<file path="config.mk">
export PLATFORM = sky130hd
export DESIGN_NAME = rr_burst_arbiter_flat
export DESIGN_NICKNAME = d
export VERILOG_FILES = /design/src/rtl/rr_burst_arbiter_pkg.sv /design/src/rtl/rr_burst_arbiter_if.sv /design/src/rtl/rr_burst_arbiter_rr_pick.sv /design/src/rtl/rr_burst_arbiter.sv /design/src/flat_wrapper.sv
export SDC_FILE = /design/constraint.sdc
export NUM_CORES = 1
export LEC_CHECK = 0
export CAP_MARGIN = 15
export CORE_ASPECT_RATIO = 1.5
export CORE_MARGIN = 2
export CORE_UTILIZATION = 31
export DETAILED_ROUTE_END_ITERATION = 6
export PLACE_DENSITY = 0.86
export SETUP_SLACK_MARGIN = 0.05
export SLEW_MARGIN = 10
export SYNTH_ARGS = -nofsm -noshare
export SYNTH_HDL_FRONTEND = slang
export SYNTH_SLANG_ARGS = --single-unit
</file>
<file path="constraint.sdc">
create_clock -name clk -period 4.9 [get_ports clk]
set_input_delay 0.49 -clock clk [delete_from_list [all_inputs] [get_ports clk]]
set_output_delay 0.49 -clock clk [all_outputs]
set_load 0.02 [all_outputs]
</file>
<file path="src/rtl/rr_burst_arbiter_pkg.sv">
// Shared types and helpers for the round-robin burst arbiter.
// Optional feature macro: ARB_STATS_EN (see rr_burst_arbiter.sv).
package rr_burst_arbiter_pkg;

    localparam int DEF_N_REQ     = 4;
    localparam int DEF_DATA_W    = 32;
    localparam int DEF_MAX_BEATS = 16;

    typedef enum logic {
        IDLE = 1'b0,
        BUSY = 1'b1
    } arb_state_e;

    // Next requester index after ptr, wrapping n-1 back to 0.
    function automatic int rr_next(input int ptr, input int n);
        return (ptr >= n - 1) ? 0 : ptr + 1;
    endfunction

endpackage

</file>
<file path="src/rtl/rr_burst_arbiter_if.sv">
// Requester-side and shared-channel signals of the burst arbiter.
// slave: arbiter view, master: requester/sink (bench) view.
interface rr_burst_arbiter_if #(
    parameter int N_REQ  = 4,
    parameter int DATA_W = 32,
    parameter int ID_W   = $clog2(N_REQ)
);
    logic [N_REQ-1:0]        s_valid;
    logic [N_REQ*DATA_W-1:0] s_data;
    logic [N_REQ-1:0]        s_last;
    logic [N_REQ-1:0]        s_ready;
    logic                    m_valid;
    logic [DATA_W-1:0]       m_data;
    logic                    m_last;
    logic [ID_W-1:0]         m_id;
    logic                    m_ready;
    logic                    busy;

    modport slave (
        input  s_valid, s_data, s_last, m_ready,
        output s_ready, m_valid, m_data, m_last, m_id, busy
    );

    modport master (
        output s_valid, s_data, s_last, m_ready,
        input  s_ready, m_valid, m_data, m_last, m_id, busy
    );
endinterface

</file>
<file path="src/rtl/rr_burst_arbiter_rr_pick.sv">
// Combinational round-robin pick: rotate requests so that ptr is
// position 0, take the lowest set position, map it back to an index.
module rr_burst_arbiter_rr_pick #(
    parameter int N_REQ = 4,
    parameter int PTR_W = $clog2(N_REQ)
) (
    input  logic [N_REQ-1:0] i_req,
    input  logic [PTR_W-1:0] i_ptr,
    output logic             o_any,
    output logic [PTR_W-1:0] o_idx
);
    logic [PTR_W-1:0] w_pos [N_REQ];
    logic [N_REQ-1:0] w_rot;

    // Position gi of the rotated vector holds request (ptr+gi) mod N_REQ.
    generate
        for (genvar gi = 0; gi < N_REQ; gi++) begin : g_rot
            logic [PTR_W:0] w_sum;
            assign w_sum      = {1'b0, i_ptr} + (PTR_W+1)'(gi);
            assign w_pos[gi]  = (w_sum >= (PTR_W+1)'(N_REQ)) ?
                                PTR_W'(w_sum - (PTR_W+1)'(N_REQ)) : PTR_W'(w_sum);
            assign w_rot[gi]  = i_req[w_pos[gi]];
        end
    endgenerate

    // Priority-encode the rotated vector; lowest position wins.
    always_comb begin
        o_any = |w_rot;
        o_idx = '0;
        for (int k = N_REQ - 1; k >= 0; k--) begin
            if (w_rot[k]) o_idx = w_pos[k];
        end
    end
endmodule

</file>
<file path="src/rtl/rr_burst_arbiter.sv">
// Round-robin arbiter sharing one valid/ready channel among N_REQ
// requesters; a grant is held for a whole burst or MAX_BEATS beats.
// Optional: define ARB_STATS_EN to add per-requester grant counters.
module rr_burst_arbiter
    import rr_burst_arbiter_pkg::*;
#(
    parameter int N_REQ     = DEF_N_REQ,
    parameter int DATA_W    = DEF_DATA_W,
    parameter int MAX_BEATS = DEF_MAX_BEATS
) (
    input  logic                  clk,
    input  logic                  rst,
    rr_burst_arbiter_if.slave     bus
`ifdef ARB_STATS_EN
    ,
    output logic [N_REQ*16-1:0]   grant_cnt
`endif
);
    localparam int ID_W  = $clog2(N_REQ);
    localparam int CNT_W = $clog2(MAX_BEATS + 1);

    arb_state_e       r_state, w_state_next;
    logic [ID_W-1:0]  r_ptr, w_ptr_next;
    logic [ID_W-1:0]  r_grant, w_grant_next;
    logic [CNT_W-1:0] r_beat_cnt, w_beat_cnt_next;
    logic             w_any;
    logic [ID_W-1:0]  w_pick;
    logic             w_beat;

    rr_burst_arbiter_rr_pick #(
        .N_REQ (N_REQ),
        .PTR_W (ID_W)
    ) u_pick (
        .i_req (bus.s_valid),
        .i_ptr (r_ptr),
        .o_any (w_any),
        .o_idx (w_pick)
    );

    // State, pointer, grant and beat counter registers.
    always_ff @(posedge clk or posedge rst) begin
        if (rst) begin
            r_state    <= IDLE;
            r_ptr      <= '0;
            r_grant    <= '0;
            r_beat_cnt <= '0;
        end else begin
            r_state    <= w_state_next;
            r_ptr      <= w_ptr_next;
            r_grant    <= w_grant_next;
            r_beat_cnt <= w_beat_cnt_next;
        end
    end

    // Next state and channel muxing; in BUSY the granted source passes straight through.
    always_comb begin
        w_state_next    = r_state;
        w_ptr_next      = r_ptr;
        w_grant_next    = r_grant;
        w_beat_cnt_next = r_beat_cnt;
        w_beat          = 1'b0;
        bus.s_ready     = '0;
        bus.m_valid     = 1'b0;
        bus.m_data      = '0;
        bus.m_last      = 1'b0;
        bus.m_id        = '0;
        bus.busy        = 1'b0;
        unique case (r_state)
            IDLE: begin
                if (w_any) begin
                    w_grant_next    = w_pick;
                    w_beat_cnt_next = '0;
                    w_state_next    = BUSY;
                end
            end
            BUSY: begin
                bus.busy             = 1'b1;
                bus.m_valid          = bus.s_valid[r_grant];
                bus.m_data           = bus.s_data[int'(r_grant)*DATA_W +: DATA_W];
                bus.m_last           = bus.s_last[r_grant];
                bus.m_id             = r_grant;
                bus.s_ready[r_grant] = bus.m_ready;
                w_beat               = bus.s_valid[r_grant] && bus.m_ready;
                if (w_beat) begin
                    if (bus.s_last[r_grant] || (r_beat_cnt == CNT_W'(MAX_BEATS - 1))) begin
                        w_ptr_next      = ID_W'(rr_next(int'(r_grant), N_REQ));
                        w_beat_cnt_next = '0;
                        w_state_next    = IDLE;
                    end else begin
                        w_beat_cnt_next = r_beat_cnt + 1'b1;
                    end
                end
            end
            default: w_state_next = IDLE;
        endcase
    end

`ifdef ARB_STATS_EN
    generate
        for (genvar gi = 0; gi < N_REQ; gi++) begin : g_stats
            logic [15:0] r_grant_cnt;
            // Count grants issued to requester gi, saturating at all-ones.
            always_ff @(posedge clk or posedge rst) begin
                if (rst) begin
                    r_grant_cnt <= '0;
                end else if ((r_state == IDLE) && w_any && (w_pick == ID_W'(gi))
                             && (r_grant_cnt != 16'hFFFF)) begin
                    r_grant_cnt <= r_grant_cnt + 16'd1;
                end
            end
            assign grant_cnt[gi*16 +: 16] = r_grant_cnt;
        end
    endgenerate
`endif

endmodule

</file>
<file path="src/flat_wrapper.sv">
// flat-port wrapper written by rule: the top's interface ports become plain ports
module rr_burst_arbiter_flat import rr_burst_arbiter_pkg::*;
#(
    parameter int N_REQ     = DEF_N_REQ,
    parameter int DATA_W    = DEF_DATA_W,
    parameter int MAX_BEATS = DEF_MAX_BEATS
)
  (clk, rst, bus_s_valid, bus_s_data, bus_s_last, bus_m_ready, bus_s_ready, bus_m_valid, bus_m_data, bus_m_last, bus_m_id, bus_busy);
  rr_burst_arbiter_if #(.N_REQ(N_REQ), .DATA_W(DATA_W)) bus_i ();
  input  logic clk;
  input  logic rst;
  input wire logic [$bits(bus_i.s_valid)-1:0] bus_s_valid;
  input wire logic [$bits(bus_i.s_data)-1:0] bus_s_data;
  input wire logic [$bits(bus_i.s_last)-1:0] bus_s_last;
  input wire logic [$bits(bus_i.m_ready)-1:0] bus_m_ready;
  output wire logic [$bits(bus_i.s_ready)-1:0] bus_s_ready;
  output wire logic [$bits(bus_i.m_valid)-1:0] bus_m_valid;
  output wire logic [$bits(bus_i.m_data)-1:0] bus_m_data;
  output wire logic [$bits(bus_i.m_last)-1:0] bus_m_last;
  output wire logic [$bits(bus_i.m_id)-1:0] bus_m_id;
  output wire logic [$bits(bus_i.busy)-1:0] bus_busy;
  assign bus_i.s_valid = bus_s_valid;
  assign bus_i.s_data = bus_s_data;
  assign bus_i.s_last = bus_s_last;
  assign bus_i.m_ready = bus_m_ready;
  assign bus_s_ready = bus_i.s_ready;
  assign bus_m_valid = bus_i.m_valid;
  assign bus_m_data = bus_i.m_data;
  assign bus_m_last = bus_i.m_last;
  assign bus_m_id = bus_i.m_id;
  assign bus_busy = bus_i.busy;
  rr_burst_arbiter #(.N_REQ(N_REQ), .DATA_W(DATA_W), .MAX_BEATS(MAX_BEATS)) u_core (.clk(clk), .rst(rst), .bus(bus_i));
endmodule
</file>
==> metrics <==
status finished, final reports clean; Seq pwr share 0.146; XOR/XNOR share of the synthesized area 0; 1st-iter DRT viols 82; Setup Total Neg Slack 0 ns; Design Area, Final around 3600 µm²; initial antenna violation count 0; max-slew violation count 0; Post-Synth Simple-Gate Area 0.207; fmax 306 MHz; crit-path cells buf_4 > mux4_2 > and2_1 > clkdlybuf4s50_1; Placement Cell Area ~3500 µm²; fraction of layout cells with a size suffix above 1 0.135; vias per std cell 5.13; # hold bufs at CTS 0; 1st-pass router iterations 4; Routed WL 7530 µm; Mapped Area 1690 µm²; Worst-path clk slew about 0.050 ns; Setup Buffers After CTS 0; Switching Fraction 0.421; Max-slew headroom 0.264; vias in the first global route 2087; Ports 180; Worst Tran Pin Value between 1 and 1.5 ns; Skew-Pair Late Insertion Delay 0.23 ns; most common cell after layout, fill and taps aside clkdlybuf4s50_1; Logic pwr share 0.792; die area 6050 µm²; WL/cell 19.2 µm; Area contributors post-synth mux4_2 (44%), dfrtp_1 (15%), and2_1 (12%); Core ar. approximately 5200 µm²; Hold WC Path Type reg2reg; Worst setup EP type primary output; first-pass GRT wire length 11100 µm; Max-cap violations 0; via count a little over 2000; pin count of the biggest net entering global routing 44; RSZ-0062 raised after global routing false; Vert. Die Dim approximately 94 µm; H-Tree Level Count 1; CP peak stage delay 0.94 ns; Post-CTS Resized 0; Synthesis Warnings 0; I/O Buffers 179; distinct cell type count after synthesis 33; period utilisation layout 0.668; CTS tree done; ys flop type dfrtp_1; clk_skew 0.000916 ns; number of buffers created by CTS 3; initial core utilization 0.324; commonest cells after routing, fill and taps aside clkdlybuf4s50_1 (179), mux4_2 (33), and2_1 (33); row count 32; Finished Layout Cells 393; Yosys top cell area share 0.441; Adder-Cell Fraction of Synth Area 0.0445; Fin. Hold Viols 0; NetSw around 0.69 mW; Top Family by Delay on Critical Path flip-flops; die width 64.2 µm; PD cells between 400 and 500 nW/µm²; Synthesized Nets 297; post-DP HPWL 6350 µm; Avg Inst Size Synth 11.1 µm²; CTS Root Cell clkbuf_8; DRC viols 0; worst-case vdd ir drop 0.336 mV; fin crit period 3.27 ns; Post-synth EDFFs 0; GPL Wtd Cong ~0.8; final setup fails 0; post-layout net count 471; grt ovf 0; Static Leak approximately 1.3 nW; clock buffer depth 2; mux share of post-synthesis cell area 0.479; Internal Pwr Total roughly 0.96 mW; largest area contributor in the netlist mux4_2; n_diodes 0; Tot GR Track Use 0.242; crit-path max FO 31; WP data arrival 2.78 ns; CP max-delay cell dfrtp_2; Clock Power Share 0.062; Worst Path Buf+Inv 2; Yosys reg bits 10; post-synthesis sequential area ratio 0.148; kind of critical path reg2out; number of routed nets with antenna violations 0; required time worst endpoint 4.41 ns; Post-synth ARST share 1.00; Mapped Cells 152; Sink Count 10; main combinational cell family by area after synthesis multiplexers; compound-cell area share of the yosys netlist 0.0720; Post-Place Cells 389; Startpoint Class flip-flop; P&R area growth vs syn 112%
==> layout make-up <==
cell class                 count  area, µm²
clock buffer                   4       55.1
fill                         407       1630
inverter                       7       26.3
multi-input combinational    123       1350
sequential                    10        251
tap                           68       85.1
timing repair buffer         181       1810
==> cell usage after synthesis (2+ instances only) <==
| library cell | n |
|---|---|
| and2_1 | 33 |
| or3_1 | 2 |
| o21ai_0 | 5 |
| nand2b_1 | 2 |
| mux2_2 | 3 |
| nand2_1 | 4 |
| inv_1 | 7 |
| o221ai_1 | 2 |
| clkbuf_1 | 7 |
| a21oi_1 | 3 |
| ha_1 | 6 |
| and3_1 | 6 |
| dfrtp_1 | 10 |
| mux2i_1 | 3 |
| nor2_1 | 7 |
| mux4_2 | 33 |
| buf_2 | 3 |
==> state kept, by name (all words and copies together), names as in the netlist <==
register,flops
u_core.r_beat_cnt,5
u_core.r_grant,2
u_core.r_ptr,2
u_core.r_state,1
==> power groups by stage <==
stage	combinational (mW)	clock, mW	sequential [mW]
floorplan	0.854	0	0.137
global placement	1.30	0	0.246
detailed placement	1.31	0	0.248
CTS	1.31	0.105	0.246
global route	1.39	0.109	0.261
finish	1.31	0.102	0.242
==> per-stage QoR <==
| step | hold slack [ns] | setup slack [ns] | util | power, mW |
|---|---|---|---|---|
| floorplan | 0.330 | 2.85 | - | 0.990 |
| global placement | 0.462 | 1.85 | 0.677 | 1.54 |
| detailed placement | 0.466 | 1.81 | 0.677 | 1.56 |
| CTS | 0.472 | 1.56 | 0.687 | 1.66 |
| global route | 0.506 | 1.41 | 0.687 | 1.76 |
| finish | 0.475 | 1.63 | 0.687 | 1.65 |
==> path summary, 6_finish.rpt <==
| kind | start | to | slack (ns) | cells past startpoint |
|---|---|---|---|---|
| max in group asynchronous | rst | u_core.r_grant[0] | 4.07 | 2 |
| worst min-delay path | u_core.r_beat_cnt[4] | u_core.r_beat_cnt[4] | 0.48 | 2 |
| worst max-delay path | u_core.r_grant[0] | bus_m_data[9] | 1.63 | 4 |
| min in group asynchronous | rst | u_core.r_state | 0.53 | 2 |
| worst min register to register | u_core.r_beat_cnt[4] | u_core.r_beat_cnt[4] | 0.48 | 2 |
| worst max register to register | u_core.r_state | u_core.r_beat_cnt[0] | 2.26 | 4 |
==> logic make-up after synthesis <==
family,count (synthesis)
compound gates,18
fa+ha+maj,6
buf+inv,19
flops,10
mux,39
simple gates,60
==> worst register-to-register path, stage by stage (launching register included) <==
cell and delay (ns):
dfrtp_1 1.06, inv_1 0.36, a222oi_1 0.74, or2_2 0.27, o21ai_0 0.08
==> metal layers <==
metal  track usage  vias up  routed length (µm)
met5             0        -                   0
li1              -      942                   -
met3        0.0576       14                 662
met4        0.0727        0                 182
met1         0.274      949                2680
met2         0.446      113                4010
Note: power is estimated with default switching activity, not from simulation.
